==> config.mk <==
export PLATFORM = sky130hd
export DESIGN_NAME = rtc_field_editor
export DESIGN_NICKNAME = d
export VERILOG_FILES = /design/src/rtl/rtc_field_editor.sv
export SDC_FILE = /design/constraint.sdc
export NUM_CORES = 1
export LEC_CHECK = 0
export BUFFER_PORTS_ARGS = -buffer_cell sky130_fd_sc_hd__buf_2
export CAP_MARGIN = 5
export CORE_MARGIN = 5
export CORE_UTILIZATION = 53
export DETAILED_ROUTE_END_ITERATION = 6
export GPL_TIMING_DRIVEN = 0
export PLACE_DENSITY = 0.83
export SYNTH_ARGS = -nofsm -noshare
export SYNTH_HDL_FRONTEND = slang
export SYNTH_SLANG_ARGS = --single-unit
==> constraint.sdc <==
create_clock -name clk -period 3.4 [get_ports clk]
set_clock_uncertainty 0.15 [all_clocks]
set_input_delay 0 -clock clk [delete_from_list [all_inputs] [get_ports clk]]
set_output_delay 0 -clock clk [all_outputs]
set_load 0.05 [all_outputs]
==> src/rtl/rtc_field_editor.sv <==
// BCD field editor for the RTC user interface: snapshots N packed-BCD fields on entry,
// moves a cursor, steps fields with wrap and hold-to-repeat, and pulses commit on exit.
module rtc_field_editor #(
   parameter int                   NFIELDS      = 3,
   parameter logic [8*NFIELDS-1:0] FMAX         = 24'h99_12_31,
   parameter logic [8*NFIELDS-1:0] FMIN         = 24'h00_01_01,
   parameter bit                   DATE_MODE    = 1'b1,
   parameter int unsigned          REPEAT_DELAY = 25000000,
   parameter int unsigned          REPEAT_RATE  = 10000000
) (
   input  logic                   clk,
   input  logic                   reset,
   input  logic                   en,
   input  logic [8*NFIELDS-1:0]   load_data,
   input  logic                   bt_up,
   input  logic                   bt_down,
   input  logic                   bt_left,
   input  logic                   bt_right,
   output logic [8*NFIELDS-1:0]   edit_data,
   output logic [3:0]             cursor,
   output logic                   editing,
   output logic                   commit
);

   typedef enum logic [1:0] {S_IDLE, S_LOAD, S_EDIT} state_t;

   localparam bit          DATE_EN  = DATE_MODE && (NFIELDS >= 3);
   localparam logic [3:0]  LAST     = 4'(NFIELDS - 1);
   localparam logic [31:0] DELAY_C  = 32'(REPEAT_DELAY);
   localparam logic [31:0] RATE_C   = 32'(REPEAT_RATE);

   state_t                 r_state, w_state_nxt;
   logic [8*NFIELDS-1:0]   r_data, w_data_nxt;
   logic [3:0]             r_cursor, w_cursor_nxt;
   logic                   r_commit;
   logic [3:0]             r_btn_hist;
   logic [31:0]            r_rep_cnt;
   logic                   r_rep_phase;
   logic                   r_pend, w_pend_nxt;

   logic [3:0]             w_btn, w_press;
   logic                   w_edit, w_one_held, w_rep_fire;
   logic                   w_up_step, w_dn_step, w_clamp;
   logic [7:0]             w_day_lim, w_cur_val, w_lo, w_hi, w_step_val;

   function automatic logic [7:0] bcd_inc(input logic [7:0] v, input logic [7:0] lo,
                                          input logic [7:0] hi);
      if (v >= hi)         return lo;
      if (v[3:0] >= 4'd9)  return {v[7:4] + 4'd1, 4'd0};
      return v + 8'd1;
   endfunction

   function automatic logic [7:0] bcd_dec(input logic [7:0] v, input logic [7:0] lo,
                                          input logic [7:0] hi);
      if (v <= lo)         return hi;
      if (v[3:0] == 4'd0)  return {v[7:4] - 4'd1, 4'd9};
      return v - 8'd1;
   endfunction

   // Day limit follows the month (field 1) and the 2000-2099 year (field 2).
   if (DATE_EN) begin : g_date
      logic [7:0] w_month, w_year;
      logic       w_leap;
      assign w_month = r_data[15:8];
      assign w_year  = r_data[23:16];
      assign w_leap  = w_year[4] ? (w_year[3:0] == 4'd2 || w_year[3:0] == 4'd6)
                                 : (w_year[3:0] == 4'd0 || w_year[3:0] == 4'd4 ||
                                    w_year[3:0] == 4'd8);
      always_comb begin
         case (w_month)
            8'h04, 8'h06, 8'h09, 8'h11: w_day_lim = 8'h30;
            8'h02:                      w_day_lim = w_leap ? 8'h29 : 8'h28;
            default:                    w_day_lim = 8'h31;
         endcase
      end
   end else begin : g_nodate
      assign w_day_lim = FMAX[7:0];
   end

   assign w_btn      = {bt_up, bt_down, bt_left, bt_right};
   assign w_press    = w_btn & ~r_btn_hist;
   assign w_edit     = (r_state == S_EDIT);
   assign w_one_held = bt_up ^ bt_down;
   assign w_rep_fire = w_edit && w_one_held &&
                       (r_rep_phase ? (r_rep_cnt == RATE_C) : (r_rep_cnt == DELAY_C));
   assign w_up_step  = w_edit && bt_up && !bt_down && (w_press[3] || w_rep_fire);
   assign w_dn_step  = w_edit && bt_down && !bt_up && (w_press[2] || w_rep_fire);
   assign w_clamp    = DATE_EN && w_edit && r_pend && (r_data[7:0] > w_day_lim);

   // NOTE: every always_comb output gets a default first so no path can infer a latch.
   always_comb begin
      w_state_nxt = r_state;
      case (r_state)
         S_IDLE:  if (en) w_state_nxt = S_LOAD;
         S_LOAD:  w_state_nxt = S_EDIT;
         S_EDIT:  if (!en) w_state_nxt = S_IDLE;
         default: w_state_nxt = S_IDLE;
      endcase
   end

   always_comb begin
      w_data_nxt   = r_data;
      w_cursor_nxt = r_cursor;
      w_pend_nxt   = 1'b0;
      w_cur_val    = '0;
      w_lo         = '0;
      w_hi         = '0;
      for (int i = 0; i < NFIELDS; i++) begin
         if (r_cursor == 4'(i)) begin
            w_cur_val = r_data[8*i +: 8];
            w_lo      = FMIN[8*i +: 8];
            w_hi      = (DATE_EN && i == 0) ? w_day_lim : FMAX[8*i +: 8];
         end
      end
      w_step_val = w_up_step ? bcd_inc(w_cur_val, w_lo, w_hi) : bcd_dec(w_cur_val, w_lo, w_hi);

      case (r_state)
         S_LOAD: begin
            w_data_nxt   = load_data;
            w_cursor_nxt = '0;
            w_pend_nxt   = DATE_EN;
         end
         S_EDIT: begin
            if (w_up_step || w_dn_step) begin
               for (int i = 0; i < NFIELDS; i++)
                  if (r_cursor == 4'(i)) w_data_nxt[8*i +: 8] = w_step_val;
               w_pend_nxt = DATE_EN && (r_cursor == 4'd1 || r_cursor == 4'd2);
            end
            // Clamping the day wins over a day step in the same cycle.
            if (w_clamp) w_data_nxt[7:0] = w_day_lim;
            if (w_press[0] && !w_press[1])
               w_cursor_nxt = (r_cursor == LAST) ? 4'd0 : r_cursor + 4'd1;
            else if (w_press[1] && !w_press[0])
               w_cursor_nxt = (r_cursor == 4'd0) ? LAST : r_cursor - 4'd1;
         end
         default: ;
      endcase
   end

   // NOTE: sequential state uses non-blocking assignments; reset is synchronous here.
   always_ff @(posedge clk) begin
      if (reset) begin
         r_state     <= S_IDLE;
         r_data      <= '0;
         r_cursor    <= '0;
         r_commit    <= 1'b0;
         r_btn_hist  <= '0;
         r_rep_cnt   <= '0;
         r_rep_phase <= 1'b0;
         r_pend      <= 1'b0;
      end else begin
         r_state    <= w_state_nxt;
         r_data     <= w_data_nxt;
         r_cursor   <= w_cursor_nxt;
         r_commit   <= w_edit && !en;
         r_btn_hist <= w_btn;
         r_pend     <= w_pend_nxt;
         if (!(w_edit && w_one_held)) begin
            r_rep_cnt   <= '0;
            r_rep_phase <= 1'b0;
         end else if (w_rep_fire) begin
            r_rep_cnt   <= 32'd1;
            r_rep_phase <= 1'b1;
         end else if (r_rep_cnt != '1) begin
            r_rep_cnt   <= r_rep_cnt + 32'd1;
         end
      end
   end

   assign edit_data = r_data;
   assign cursor    = r_cursor;
   assign editing   = w_edit;
   assign commit    = r_commit;

endmodule

; Word level (Yosys, flattened, before mapping)
; Index checks and enable logic that the tools add are counted.
[classes]
add_sub_neg = 7
multipliers = 0
n_div = 0
order_cmp = 4
n_eq_ne = 24
shifts = 0
muxes = 46
bitwise = 4
n_reduce_logical = 39
[op_table]
columns = op, n
row1 = 2-to-1 mux 8 bit, 21
row2 = one-hot mux 24 bit (2 select lines), 1
row3 = "adder 32 x 1 -> 32 bit, second input constant", 1
row4 = "== test 32 x 24 -> 1 bit, second input constant", 1
row5 = "== test 32 x 25 -> 1 bit, second input constant", 1
row6 = "!= test 32 bit, second input constant", 1
row7 = 2-to-1 mux 24 bit, 1
row8 = "== test 8 x 3 -> 1 bit, second input constant", 2
row9 = 2-to-1 mux 4 bit, 4
row10 = logical AND 1 bit, 13
row11 = 2-to-1 mux 1 bit, 13
row12 = logical NOT 4 bit, 3
row13 = one-hot mux 5 bit (2 select lines), 1
row14 = "!= test 3 x 1 -> 1 bit, second input constant", 3
row15 = AND reduction 3 bit, 3
row16 = "adder 4 x 1 -> 4 bit, second input constant", 2
row17 = "adder 8 x 1 -> 8 bit, second input constant", 1
row18 = "== test 4 x 2 -> 1 bit, second input constant", 2
row19 = "== test 4 x 3 -> 1 bit, second input constant", 2
row20 = "== test 8 x 2 -> 1 bit, second input constant", 1
row21 = "== test 8 x 4 -> 1 bit, second input constant", 1
row22 = "== test 8 x 5 -> 1 bit, second input constant", 1
row23 = greater-or-equal comparator 8 bit, 1
row24 = greater-than comparator 8 bit, 1
row25 = other kinds (26), 43
[word_totals]
regBits = 69
latch_bits = 0
ramBits = 0
romBits = 0
input_bits = 31
out_inout_bits = 30
wordCells = 135
memories = 0

; Logic depth before layout (Yosys ltp)
[logic_depth]
ltp_word = 19
mapped_depth = 16
depth_no_buf = 15

; Worst setup path after synthesis
; Ideal clock, no wire load.
[synth_timing]
path_type = flip-flop to flip-flop
start = reg r_cursor[1], in the netlist cursor[1]
end = reg r_data[22], in the netlist edit_data[22]
setup_ns = 0.096
arrival_ns = 3.858
t_required_ns = 3.154
slack_ns = -0.704
stages_incl_launch_ff = 16
n_path_buf = 1
synth_period_minus_slack_ns = 4.104
path_cell_list = dfxtp_1 -> inv_1 -> ha_1 -> buf_4 -> or3b_1 -> nor3_1 -> nor2_1 -> ha_1 -> nand2b_1 -> a211oi_1 -> nand3b_1 -> a31oi_4 -> nor3b_1 -> o21ai_1 -> and2_1 -> o41ai_2
[synth_via]
elab_chain_len = 13
elab_cells_between_ends = 40
cone_classes = add/sub: 4 / order compare: 3 / eq/ne: 3 / mux: 27 / reduce/logical: 3
[synth_rtl]
columns = element, line
row1 = start: declaration, 34  ; logic [3:0] r_cursor, w_cursor_nxt;
row2 = start signal: assignment, 154  ; r_cursor <= w_cursor_nxt;
row3 = logical NOT 4 bit, 109  ; if (r_cursor == 4'(i)) begin
row4 = 2-to-1 mux 8 bit (3 in a row), 109
row5 = greater-or-equal comparator 4 bit or logical NOT 4 bit (tied branches), "49, 56"
row6 = 2-to-1 mux 1 bit (on tied branches) (2 in a row), "49, 56"
row7 = 2-to-1 mux 8 bit (on tied branches), "50, 57"
row8 = 2-to-1 mux 8 bit (on tied branches), "49, 56"
row9 = 2-to-1 mux 8 bit, 115  ; w_step_val = w_up_step ? bcd_inc(w_cur_val, w_lo, w_hi) : bcd_dec(w_cur_val, w_lo, w_hi);
row10 = 2-to-1 mux 8 bit, 126  ; if (r_cursor == 4'(i)) w_data_nxt[8*i +: 8] = w_step_val;
row11 = 2-to-1 mux 24 bit, 124  ; if (w_up_step || w_dn_step) begin
row12 = one-hot mux 24 bit (2 select lines), 117  ; case (r_state)
row13 = end signal: assignment, 153  ; r_data <= w_data_nxt;
row14 = end: declaration, 33  ; logic [8*NFIELDS-1:0] r_data, w_data_nxt;
; Parallel ways exist; a longest one is shown, timed or not. The select of a mux whose other input is x is not followed.
; A chain may end at the register's enable or synchronous reset.

; Final worst setup path
[layout_timing]
start = reg r_cursor[1], in the netlist cursor[1]
end = reg r_data[7], in the netlist edit_data[7]
[layout_via]
elab_chain_len = 14
elab_cells_between_ends = 41
cone_classes = add/sub: 4 / order compare: 3 / eq/ne: 3 / mux: 28 / reduce/logical: 3
[layout_rtl]
columns = element, line
row1 = logical NOT 4 bit, "109, 126"
row2 = 2-to-1 mux 8 bit (3 in a row), 109
row3 = greater-or-equal comparator 4 bit or logical NOT 4 bit (tied branches), "49, 56"
row4 = 2-to-1 mux 1 bit (on tied branches) (2 in a row), "49, 56"
row5 = 2-to-1 mux 8 bit (on tied branches), "50, 57"
row6 = 2-to-1 mux 8 bit (on tied branches), "49, 56"
row7 = 2-to-1 mux 8 bit, 115
row8 = 2-to-1 mux 8 bit, 126
row9 = 2-to-1 mux 24 bit, 124
row10 = 2-to-1 mux 8 bit, 130  ; if (w_clamp) w_data_nxt[7:0] = w_day_lim;
row11 = one-hot mux 24 bit (2 select lines), 117
; Parallel ways exist; a longest one is shown, timed or not. The select of a mux whose other input is x is not followed.

==> reports/results.env <==
SETUP.WORST_PATH.CLASS='flop to flop'
TOP_LIBRARY_CELLS_BY_USAGE_IN_THE_LAYOUT_FILL_AND_TAPS_ASIDE='nor2_1, buf_2, dfxtp_1'
WL_PER_CELL_UM=20.94
CTS_ROOT_BUF='clkbuf_8'
VIA_PER_INST=6.582
TOP_LAYER_USED='met4'
CRIT_TOP_CELL='ha_4'
FLOORPLAN.DIE.WIDTH_UM=106.8
FMAXACHIEVABLE_MHz=272.9
CLK_LATENCY_NS=0.36
TOTAL_OVERFLOW_REPORTED_BY_THE_GLOBAL_ROUTER=0
DRC=0
LAYOUT.CELLS.MOST_COMMON='nor2_1'
CRIT_PATH_MAX_FANOUT=4
CLK_PIN_SLEW_NS=0.08
MAPPEDNETLISTAREA_MM2=0.004966
AREA.GROWTH.SYNTH_TO_FINAL_PCT=36.16
FLOORPLAN.INITIALDENSITY_PCT=54.00
YS.FLOP_TYPE='dfxtp_1'
N_ANTENNA_CELL=0
STATUS='finished, violations left'
MET2_WIRELENGTH_UM=8299
POST-LAYOUT-TOTAL-POWER_mW=4.902
CRIT_PATH_START_KIND='flop'
TIGHTESTPINTRANSITION_NS=0.7437
SYNTH-WARNING-COUNT=0
GRT_USE_TOTAL_PCT=30.06
CTS.SINK_COUNT=69
SYN_INST=625
GRT_PASS1_VIAS=5418
DETAIL-ROUTE-ANTENNA-NETS=0
HPWL_UM=11760
YOSYS_REGISTER_BITS=69
SYNTH-EDFF-COUNT=0
MIN_PERIOD_NS=3.664
CRIT_REQUIRED_NS=3.53
SEQ_AREA_FRAC_SYNTH_PCT=27.82
WORST_EP_ARRIVAL_TIME_NS=3.80
VIOLATIONS_IN_THE_FINAL_REPORTS='setup timing'
AVGSYNTHCELLAREA_UM2=7.946
DIE_H_UM=106.8
POWER.DENSITY_CELL_AREA_mW_PER_MM2=725.0
CORE_AREA_MM2=0.009196
PLACE.GP.CONGESTION=0.9941
ROUTED_WL_UM=18380
DRT_FIRST_PASS_ITERS=7
RSZ0062_AT_GRT='true'
ASYNCSETRESETFLOPFRACSYNTH_PCT=0
TIMING.FINAL.SETUP_VIOLATIONS=22
FLOORPLAN.ROWS=35
CTS_TREE='built'
HOLD_VIOLATIONS=0
WIRE_LENGTH_OF_THE_FIRST_GLOBAL_ROUTING_PASS_UM=27480
FP.DIEAREA_MM2=0.01141
MET3_WIRELENGTH_UM=1948
CRITICAL-PATH-MAX-STAGE-DELAY_NS=0.39
CTS_BUFFERS=9
VDD_IR_DROP_MAX_V=0.0005512
LAYOUT.FILLER_CELLS=613
DETAILED_ROUTING_WIRELENGTH_ON_MET1_UM=7038
PLACE_AREA_MM2=0.005461
VIA_COUNT_OF_THE_ROUTED_DESIGN=5779
CRITICAL_PATH.CELL_CHAIN='inv_4, ha_4, buf_6, or3b_4, nor3_4, nor2_4, ha_4, nand2b_4, a211oi_2, nand3b_1, buf_4, a311oi_2, mux2i_1, a22oi_2, nand3_2, a21oi_2'
HTREEDEPTH=3
CAP_VIOL_MAX_COUNT=0
CTS.PATH.MAX_BUFFERS=2
SLEW_VIOL_FINAL=0
FINAL_AREA_MM2=0.006761
WORSTHOLDPATHTYPE='input port to flop'
FINAL.PERIOD_UTILIZATION_PCT=107.8
MAXSLEWHEADROOM_PCT=50.42
POST_SYNTH_NUM_CELL_TYPES=91
SETUP.WORST_PATH.END_CLASS='flop'
CP_SLOWEST_CELL='dfxtp_4'
FIN_NETS=819
PNR_WORST_SETUP_SLACK_NS=-0.2640
INITIALDRTVIOLATIONCOUNT=660
R2R_SLACK_NS=-0.26
POWER_LEAKAGE_nW=2.660
GRT_MAX_DEGREE=13
INITIAL_ANTENNA_VIOLATION_COUNT=0
TOP_LEVEL_PORTS=61
SYNTH_FP_NETS=682
LAYOUT_CELL_SHARE_WITH_DRIVE_STRENGTH_BEYOND_1_PCT=30.25
PORT-BUFFER-COUNT=60
==> path summary, 6_finish.rpt <==
| kind | to | from | cells past startpoint |
|---|---|---|---|
| min reg2reg | cursor[1]$_SDFFE_PP0P_ | cursor[1]$_SDFFE_PP0P_ | 2 |
| min | edit_data[9]$_SDFFE_PP0P_ | load_data[9] | 4 |
| max reg2reg | edit_data[7]$_SDFFE_PP0P_ | cursor[1]$_SDFFE_PP0P_ | 16 |
| max | edit_data[7]$_SDFFE_PP0P_ | cursor[1]$_SDFFE_PP0P_ | 16 |
==> cell families after synthesis <==
family          count (synthesis)  synth area share [%]
fa+ha+maj                      26                 6.551
mux                             6                 1.235
simple gates                  268                 28.04
compound gates                163                 24.79
flops                          69                 27.82
xor+xnor                       34                 5.996
buf+inv                        59                 5.568
==> cell usage after synthesis (all sizes together), types with 4 or more instances <==
cell type | instances | area [µm²]
a21o | 7 | 53.80
nor2 | 83 | 321.6
o21ai | 28 | 147.6
a22oi | 5 | 42.54
nand2b | 5 | 31.28
nand3 | 28 | 140.1
a211oi | 13 | 102.6
nand4 | 10 | 62.56
and3 | 16 | 100.1
nand2 | 53 | 198.9
nor3b | 8 | 65.06
o22ai | 5 | 31.28
a2111oi | 5 | 87.58
xnor2 | 10 | 87.58
o211ai | 5 | 37.54
buf | 16 | 110.1
xor2 | 24 | 210.2
nor3 | 10 | 55.05
ha | 26 | 325.3
a21oi | 39 | 206.5
mux2i | 5 | 50.05
dfxtp | 69 | 1381
or2 | 4 | 27.53
inv | 30 | 112.6
and2 | 10 | 62.56
nor2b | 12 | 82.58
nand3b | 9 | 80.08
clkbuf | 12 | 45.04
a21boi | 5 | 37.54
o21a | 6 | 45.04
a31oi | 8 | 65.06
==> stage by stage <==
| stage | hold WS, ns | util, % | instances | setup TNS [ns] | setup slack (ns) |
|---|---|---|---|---|---|
| after global routing | 0.09397 | 73.52 | 878 | -6.198 | -0.3460 |
| after detailed placement | 0.05431 | 59.39 | 796 | -11.29 | -0.6052 |
| final | 0.07321 | 73.52 | 878 | -4.018 | -0.2640 |
| after CTS | 0.03618 | 69.46 | 863 | -0.8761 | -0.1233 |
| after global placement | 0.05354 | 59.39 | 796 | -9.921 | -0.5356 |
| after floorplan | -0.07762 | - | 625 | 0 | 0.005487 |
==> layout make-up <==
cell class              instances  area [µm²]  share of cell area [%]
clock buffers                  12       156.4                   2.313
inverters                      31       126.4                   1.869
plain buffers                  28       175.2                   2.591
clock inverters                 4       52.55                  0.7772
well taps                     111       138.9                   2.054
repair buffers                126       897.1                   13.27
flip-flops and latches         69        1394                   20.61
multi-input cells             497        3821                   56.51
==> power breakdown <==
part           leakage (nW)  internal, mW  switching, mW
combinational          1.99          1.23           1.87
clock                 0.106         0.387          0.343
sequential            0.565         0.907          0.168
total                  2.66          2.52           2.38
==> critical path, delay by kind of cell, from the launching register on <==
kind / cells / cell delay, ns
muxes: 1 / 0.16
AOI/OAI and AO/OA: 4 / 0.91
DFF: 1 / 0.39
buffers and inverters: 3 / 0.37
adders and majority gates: 2 / 0.37
and+or+nand+nor: 6 / 1.23
==> registers in the layout, indices dropped and copies added (netlist names) <==
| register | flops |
|---|---|
| edit_data | 24 |
| r_btn_hist | 4 |
| r_pend | 1 |
| r_rep_phase | 1 |
| commit | 1 |
| r_state | 2 |
| r_rep_cnt | 32 |
| cursor | 4 |
==> metal layers <==
metal	track usage, %	vias up
met5	0	-
met4	15.34	0
met3	7.044	121
met2	48.34	438
met1	37.54	2684
li1	-	2536
==> timing repair <==
| action | 4_1_cts | 5_1_grt |
|---|---|---|
| gates resized for setup | 51 | 51 |
| hold endpoints to repair | 33 | 0 |
| hold buffers | 30 | 0 |
| cloned | 1 | 0 |
| setup endpoints to repair | 24 | 24 |
| setup buffers | 20 | 15 |
| pin swaps | 22 | 35 |
Note: power is estimated with default switching activity, not from simulation.
